**src/rtl/universal_shift_reg_if.sv**
```systemverilog
// Bus bundle for universal_shift_reg: control, serial/parallel data in, register state out.
// The master drives the controls; the slave (the shift register) drives the state.
interface universal_shift_reg_if #(
    parameter int WIDTH = 8
);
    localparam int CNT_W = $clog2(WIDTH);

    logic             en;
    logic [1:0]       mode;
    logic             s_in;
    logic             s_in_l;
    logic [WIDTH-1:0] d_in;
    logic             rot;
    logic [WIDTH-1:0] q;
    logic             s_out;
    logic             s_out_l;
    logic [CNT_W-1:0] shift_cnt;
    logic             word_done;

    modport master (
        output en, mode, s_in, s_in_l, d_in, rot,
        input  q, s_out, s_out_l, shift_cnt, word_done
    );

    modport slave (
        input  en, mode, s_in, s_in_l, d_in, rot,
        output q, s_out, s_out_l, shift_cnt, word_done
    );
endinterface

```
**src/rtl/universal_shift_reg.sv**
```systemverilog
// Bidirectional shift register with parallel load, hold and a word-boundary counter.
// Optional feature macro: SHIFT_ROTATE_EN (rot=1 recirculates the ejected bit).
module universal_shift_reg #(
    parameter int WIDTH = 8
) (
    input  logic                  clk,
    input  logic                  reset,
    universal_shift_reg_if.slave  bus
);
    localparam int CNT_W = $clog2(WIDTH);

    logic [WIDTH-1:0] r_q;
    logic [CNT_W-1:0] r_cnt;
    logic             r_done;
    logic             w_fill_r;
    logic             w_fill_l;
    logic             w_wrap;

`ifdef SHIFT_ROTATE_EN
    assign w_fill_r = bus.rot ? r_q[0]       : bus.s_in;
    assign w_fill_l = bus.rot ? r_q[WIDTH-1] : bus.s_in_l;
`else
    logic w_unused_rot;
    assign w_unused_rot = bus.rot;
    assign w_fill_r     = bus.s_in;
    assign w_fill_l     = bus.s_in_l;
`endif

    assign w_wrap = (r_cnt == CNT_W'(WIDTH - 1));

    always_ff @(posedge clk or negedge reset) begin
        if (!reset) begin
            r_q    <= '0;
            r_cnt  <= '0;
            r_done <= 1'b0;
        end else begin
            r_done <= 1'b0;
            if (bus.en) begin
                case (bus.mode)
                    2'b01: begin
                        r_q    <= {w_fill_r, r_q[WIDTH-1:1]};
                        r_cnt  <= w_wrap ? '0 : r_cnt + CNT_W'(1);
                        r_done <= w_wrap;
                    end
                    2'b10: begin
                        r_q    <= {r_q[WIDTH-2:0], w_fill_l};
                        r_cnt  <= w_wrap ? '0 : r_cnt + CNT_W'(1);
                        r_done <= w_wrap;
                    end
                    // Load restarts the word, so a wrap on this edge never reports done.
                    2'b11: begin
                        r_q   <= bus.d_in;
                        r_cnt <= '0;
                    end
                    default: ;
                endcase
            end
        end
    end

    assign bus.q         = r_q;
    assign bus.s_out     = r_q[0];
    assign bus.s_out_l   = r_q[WIDTH-1];
    assign bus.shift_cnt = r_cnt;
    assign bus.word_done = r_done;
endmodule

```
**src/flat_wrapper.sv**
```systemverilog
// flat-port wrapper written by rule: the top's interface ports become plain ports
module universal_shift_reg_flat 
#(
    parameter int WIDTH = 8
)
  (clk, reset, bus_en, bus_mode, bus_s_in, bus_s_in_l, bus_d_in, bus_rot, bus_q, bus_s_out, bus_s_out_l, bus_shift_cnt, bus_word_done);
  universal_shift_reg_if #(.WIDTH(WIDTH)) bus_i ();
  input  logic clk;
  input  logic reset;
  input wire logic [$bits(bus_i.en)-1:0] bus_en;
  input wire logic [$bits(bus_i.mode)-1:0] bus_mode;
  input wire logic [$bits(bus_i.s_in)-1:0] bus_s_in;
  input wire logic [$bits(bus_i.s_in_l)-1:0] bus_s_in_l;
  input wire logic [$bits(bus_i.d_in)-1:0] bus_d_in;
  input wire logic [$bits(bus_i.rot)-1:0] bus_rot;
  output wire logic [$bits(bus_i.q)-1:0] bus_q;
  output wire logic [$bits(bus_i.s_out)-1:0] bus_s_out;
  output wire logic [$bits(bus_i.s_out_l)-1:0] bus_s_out_l;
  output wire logic [$bits(bus_i.shift_cnt)-1:0] bus_shift_cnt;
  output wire logic [$bits(bus_i.word_done)-1:0] bus_word_done;
  assign bus_i.en = bus_en;
  assign bus_i.mode = bus_mode;
  assign bus_i.s_in = bus_s_in;
  assign bus_i.s_in_l = bus_s_in_l;
  assign bus_i.d_in = bus_d_in;
  assign bus_i.rot = bus_rot;
  assign bus_q = bus_i.q;
  assign bus_s_out = bus_i.s_out;
  assign bus_s_out_l = bus_i.s_out_l;
  assign bus_shift_cnt = bus_i.shift_cnt;
  assign bus_word_done = bus_i.word_done;
  universal_shift_reg #(.WIDTH(WIDTH)) u_core (.clk(clk), .reset(reset), .bus(bus_i));
endmodule
```
**config.mk**
```make
export PLATFORM = sky130hd
export DESIGN_NAME = universal_shift_reg_flat
export DESIGN_NICKNAME = d
export VERILOG_FILES = /design/src/rtl/universal_shift_reg_if.sv /design/src/rtl/universal_shift_reg.sv /design/src/flat_wrapper.sv
export SDC_FILE = /design/constraint.sdc
export NUM_CORES = 1
export LEC_CHECK = 0
export CAP_MARGIN = 15
export CORE_AREA = 2 2 42 44
export CTS_BUF_LIST = sky130_fd_sc_hd__clkbuf_8
export DETAILED_ROUTE_END_ITERATION = 16
export DIE_AREA = 0 0 44 46
export PLACE_DENSITY = 0.82
export SETUP_SLACK_MARGIN = 0.15
export SYNTH_ARGS = -nofsm -noshare
export SYNTH_HDL_FRONTEND = slang
export SYNTH_SLANG_ARGS = --single-unit
```
**constraint.sdc**
```tcl
create_clock -name clk -period 2.3 [get_ports clk]
set_clock_uncertainty 0.05 [all_clocks]
set_input_delay 0.345 -clock clk [delete_from_list [all_inputs] [get_ports clk]]
set_output_delay 0.345 -clock clk [all_outputs]
set_load 0.03 [all_outputs]
```
==> run metrics, run 1 <==
status=finished clean; GRT Residual Overflow=0; Skew-Pair Late Insertion Delay=0.24 ns; setup repair bufs after CTS=0; Final Hold Viols=0; placed cells=108; vias in the first global route=574; Cell Chain, Critical Path=clkdlybuf4s50_1; commonest cells after routing, fill and taps aside=clkdlybuf4s50_1 (28), dfrtp_1 (12), nand2_1 (10), o21ai_1 (10); R2R cell count=4; most common cell after layout, fill and taps aside=clkdlybuf4s50_1; Final Non-Filler Cells=112; Crit Reg-Reg Startpoint=u_core.bus.shift_cnt[0]; Hold Buf Count CTS=0; pwr dens=881 nW/um^2; leakage power=0.442 nW; largest family of logic cells by synthesized area=compound AO/OA/AOI/OAI gates; Critical Path Sink Type=output pin; root buf cell=clkbuf_8; H-tree levels=1; Seq/Total Area, Yosys=45.5%; CP top delay family=buffers and inverters; ratio of final minimum period to clock period=75.3%; Worst Setup Path Type=reg -> out; area share of fa/ha/maj cells after synthesis=9.49%; TritonCTS Sinks=12; routed vias/inst=5.24; CTS buffer count=3; worst-path maximum fanout=4; post-DP HPWL=1090 um; DRC Markers=0; largest net degree at the start of global routing=17; Util after Layout=60.9%; post-synth top area share=45.5%; Critical Path Start Type=flop; Compound-Gate Fraction of Synth Area=25.4%; unrepaired setup endpoints after global routing=no; Via Count=587; initial core utilization=40.9%; Core Footprint=1610 sq um; boundary pin count=30; die extent in x=44 um; Tot GR Track Use=18.5%; setup slack, reg-to-reg=1.02 ns; Starting DRT DRC Count=11; Critical-path top delay cell=clkdlybuf4s50_1; initial antenna violation count=0; Inserted Diodes=0; setup_tns=0 ns; WL final=1480 um; num rows=15; IO buf count=28; Slew Limit Fails=0; Filler cells=136; die area=2020 sq um; Ys Warns=0; post-cts gate resize count=0; Post-DRT Antenna Nets=0; Seq cells post-synth=12; Post-Synth Simple-Gate Area=12.1%; syn nets=89; critical path's largest stage delay=0.69 ns; gate count of the mapped netlist=68; critical path arrival=1.34 ns; post-synthesis mux area share=0%; Worst-path clk slew=0.06 ns; WP data required=1.90 ns; fin crit period=1.73 ns; Synth cell types=15; Area contributors post-synth=dfrtp_1 (46%), a22o_1 (11%), ha_1 (9.5%), o21ai_1 (7.6%), a21oi_1 (6.1%); share of layout cells above drive strength 1=6.32%; Setup violations, final=0; drt wl/cell=13.2 um; maximum root-to-sink buffer count=2; Die Y=46 um; Achievable Freq=0.577 GHz; WP buf/inv=1; CP Launch Point=u_core.bus.q[6]; Final GP Congestion=0.765; area leader, netlist=dfrtp_1; CTS tree=done; Synth Area in XOR/XNOR=0%; Max VDD drop=0.437 mV; CP Depth=1; Nets=117; Hold Crit Class=in -> async; post-synthesis cell area=659 sq um; Max-Cap Viols=0; first-pass GRT wire length=2610 um; DR pass1 iterations=4; relative slew slack=63.9%; Syn-to-layout area delta=49.0%; Least-Margin Pin Slew=0.540 ns; Worst R2R End=u_core.bus.shift_cnt[0]; Synth Area per Inst=9.70 sq um
[sequential cells by signal (all words and copies together) (netlist names)]
signal,cells
u_core.bus.word_done,1
u_core.bus.q,8
u_core.bus.shift_cnt,3
[where the power goes]
group | switching (mW) | leakage (nW) | internal, mW
Combinational | 0.182 | 0.259 | 0.153
Sequential | 0.0430 | 0.155 | 0.256
Clock | 0.0798 | 0.0288 | 0.151
[synth_stat cells]
cell       n
inv_1      2
buf_6      1
nor2_4     1
a21o_1     1
nor4_1     1
a22o_1     8
buf_4      2
nand2_1   10
dfrtp_1   12
buf_2      3
and3_1     1
a21oi_1    8
nand2b_1   3
o21ai_1   10
ha_1       5
[worst max path at each step]
stage                                   end  slack [ns]
floorplan           u_core.bus.shift_cnt[0]        0.96
global placement            u_core.bus.q[7]        0.44
detailed placement          u_core.bus.q[7]        0.43
CTS                                bus_q[6]        0.56
global route                       bus_q[1]        0.52
finish                             bus_q[6]        0.57
[metrics by stage]
stage          power (mW)  worst slack (ns)  instance area [sq um]  hold WS [ns]
2_1_floorplan       0.497             0.957                    659     -0.000591
4_1_cts             0.877             0.565                    982         0.422
3_3_place_gp        0.634             0.443                    927         0.458
3_5_place_dp        0.641             0.427                    927         0.464
6_report            0.865             0.568                    982         0.405
5_1_grt             0.931             0.524                    982         0.455
[logic make-up (layout without fill, tap and decap cells)]
group | after synthesis | in the layout
buf+inv | 8 | 35
compound gates | 27 | 27
flops | 12 | 12
simple gates | 16 | 16
fa+ha+maj | 5 | 5
[layout make-up]
| type | count | area [sq um] | area share (%) |
|---|---|---|---|
| multi-input combinational | 48 | 310 | 31.6 |
| tap | 17 | 21.3 | 2.17 |
| timing repair buffer | 29 | 288 | 29.3 |
| inverter | 2 | 7.51 | 0.764 |
| sequential | 12 | 300 | 30.6 |
| clock buffer | 4 | 55.1 | 5.61 |
[per-layer routing]
layer	share of wire (%)	vias up	global-route usage (%)
li1	-	293	-
met1	43	271	23.4
met2	50	19	27.6
met3	4.0	4	4.76
met4	2.8	0	12.7
met5	0	-	0
Power figures use the tool's default switching activity.
==> run 2: changes to the inputs <==
--- a/config.mk
+++ b/config.mk
@@ -6,11 +6,11 @@
 export NUM_CORES = 1
 export LEC_CHECK = 0
 export CAP_MARGIN = 15
-export CORE_AREA = 2 2 42 44
+export CORE_AREA = 2 2 43 45
 export CTS_BUF_LIST = sky130_fd_sc_hd__clkbuf_8
 export DETAILED_ROUTE_END_ITERATION = 16
-export DIE_AREA = 0 0 44 46
-export PLACE_DENSITY = 0.82
+export DIE_AREA = 0 0 45 47
+export PLACE_DENSITY = 0.79
 export SETUP_SLACK_MARGIN = 0.15
 export SYNTH_ARGS = -nofsm -noshare
 export SYNTH_HDL_FRONTEND = slang
==> constraint.sdc (replaced) <==
create_clock -name clk -period 1.75 [get_ports clk]
set_clock_uncertainty 0.05 [all_clocks]
set_input_delay 0.2625 -clock clk [delete_from_list [all_inputs] [get_ports clk]]
set_output_delay 0.2625 -clock clk [all_outputs]
set_load 0.03 [all_outputs]
==> run 2 against run 1 <==
- global-route usage shrank 3.0 points
- combinational power grew 19%
- non-clock buffer count grew 1
- routed wire length shrank 2.4%
- first-iteration DRC count shrank 27%
- register-to-register slack lost 0.54 ns
- die area grew 4.5%
- sequential power grew 31%
- largest cell class unchanged
- clock power grew 31%
- critical path depth is the same
==> run metrics, run 2 (synthesis results as in run 1) <==
status=finished clean (unchanged); DRC Markers=0 (unchanged); die extent in x=45 um (was 44 um); root buf cell=clkbuf_8 (unchanged); CTS buffer count=3 (unchanged); routed vias/inst=5.20 (was 5.24); switch share=36.7% (was 35.2%); Final GP Congestion=0.758 (was 0.765); leakage power=0.483 nW (was 0.442 nW); Cell Chain, Critical Path=clkdlybuf4s50_1 (unchanged); Hold Crit Class=in -> async (unchanged); share of layout cells above drive strength 1=9.38% (was 6.32%); Skew-Pair Late Insertion Delay=0.24 ns (about the same); critical path arrival=1.21 ns (was 1.34 ns); relative slew slack=63.2% (was 63.9%); Max-Cap Viols=0 (unchanged); GRT Residual Overflow=0 (unchanged); Critical Path Start Type=flop (unchanged); net switching power=400 uW (was 305 uW); Tot GR Track Use=15.6% (was 18.5%); Critical-path top delay cell=clkdlybuf4s50_1 (unchanged); IO buf count=28 (unchanged); Die Y=47 um (was 46 um); setup slack, reg-to-reg=0.48 ns (was 1.02 ns); Least-Margin Pin Slew=0.551 ns (was 0.540 ns); commonest cells after routing, fill and taps aside=clkdlybuf4s50_1 (15), dlygate4sd2_1 (13), dfrtp_1 (12) (was clkdlybuf4s50_1 (28), dfrtp_1 (12), nand2_1 (10), o21ai_1 (10)); Final Total Pwr=1.09 mW (was 865 uW); Inserted Diodes=0 (unchanged); Final Hold Viols=0 (unchanged); WL final=1440 um (was 1480 um); unrepaired setup endpoints after global routing=no (unchanged); WP buf/inv=1 (unchanged); logic gate share of total power=36.4% (was 38.7%); Syn-to-layout area delta=48.4% (was 49.0%); H-tree levels=1 (unchanged); Critical Path Sink Type=output pin (unchanged); R2R cell count=4 (unchanged); TritonCTS Sinks=12 (unchanged); Setup violations, final=0 (unchanged); CTS tree=done (unchanged); Starting DRT DRC Count=8 (was 11); setup_tns=0 ns (unchanged); Crit Reg-Reg Startpoint=u_core.bus.shift_cnt[0] (unchanged); critical path's largest stage delay=0.66 ns (was 0.69 ns); boundary pin count=30 (unchanged); Worst-path clk slew=0.06 ns (about the same); ratio of final minimum period to clock period=87.2%; initial core utilization=39.9% (was 40.9%); Max VDD drop=0.733 mV (was 0.437 mV); Worst Setup Path Type=reg -> out (unchanged); drt wl/cell=12.8 um (was 13.2 um); most common cell after layout, fill and taps aside=clkdlybuf4s50_1 (unchanged); Post-DRT Antenna Nets=0 (unchanged); maximum root-to-sink buffer count=2 (unchanged); pwr dens=1120 nW/um^2 (was 881 nW/um^2); Place WS=-0.0704 ns (was 0.427 ns); Final WS setup=0.224 ns (was 0.568 ns); Achievable Freq=0.655 GHz; die area=2120 sq um (was 2020 sq um); Seq pwr share=35.9% (was 34.6%); post-DP HPWL=1100 um (was 1090 um); placed cells=109 (was 108); CP top delay family=buffers and inverters (unchanged); setup repair bufs after CTS=0 (unchanged); DR pass1 iterations=4 (unchanged); Slew Limit Fails=0 (unchanged); P_int=692 uW (was 560 uW); num rows=15 (unchanged); first-pass GRT wire length=2300 um (was 2610 um); WP data required=1.44 ns (was 1.90 ns); CP Launch Point=u_core.bus.word_done (was u_core.bus.q[6]); Nets=118 (was 117); largest net degree at the start of global routing=13 (was 17); Via Count=588 (was 587); worst-path maximum fanout=1 (was 4); clock share of power=27.7% (was 26.7%); Core Footprint=1650 sq um (was 1610 sq um); vias in the first global route=543 (was 574); fin crit period=1.53 ns; Worst R2R End=u_core.bus.shift_cnt[0] (unchanged); max reg flops=8 (unchanged); Final Non-Filler Cells=113 (was 112); initial antenna violation count=0 (unchanged)
-- run 2: worst max-delay path by stage --
stage	to	slack [ns]	depth (start not counted)
detailed placement	u_core.bus.q[6]	-0.07	5
finish	bus_word_done	0.22	1
global placement	u_core.bus.q[0]	-0.03	5
floorplan	u_core.bus.shift_cnt[0]	0.41	4
CTS	u_core.bus.q[6]	0.18	5
global route	bus_word_done	0.18	1
-- run 2: routing by layer --
layer  track usage (%)  vias to the layer above  share of wire, %
met1              19.5                      271                45
met4              5.29                        0              0.28
met3              6.92                        2               6.6
met2              24.0                       18                48
met5                 0                        -                 0
li1                  -                      297                 -
-- run 2: layout make-up --
type | count | area, sq um
tap | 17 | 21.3
sequential | 12 | 300
fill | 160 | 673
clock buffer | 4 | 55.1
multi-input combinational | 48 | 315
inverter | 2 | 7.51
timing repair buffer | 30 | 279
-- run 2: power groups by stage --
stage,Clock [mW],Combinational (mW),Sequential [mW]
detailed placement,0,0.447,0.397
global placement,0,0.440,0.395
CTS,0.313,0.403,0.392
finish,0.303,0.398,0.392
floorplan,0,0.147,0.507
global route,0.332,0.436,0.401
-- run 2: timing repair --
action / in CTS / in global routing
setup endpoints to repair: 13 / 8
hold buffers: 0 / 0
pin swaps: 0 / 0
resized for setup: 13 / 2
-- run 2: per-stage QoR --
step | instance area (sq um) | util [%] | hold WS [ns]
2_1_floorplan | 659 | - | -0.0831
3_3_place_gp | 935 | 56.6 | 0.453
3_5_place_dp | 935 | 56.6 | 0.464
4_1_cts | 973 | 58.9 | 0.346
5_1_grt | 978 | 59.2 | 0.373
6_report | 978 | 59.2 | 0.328
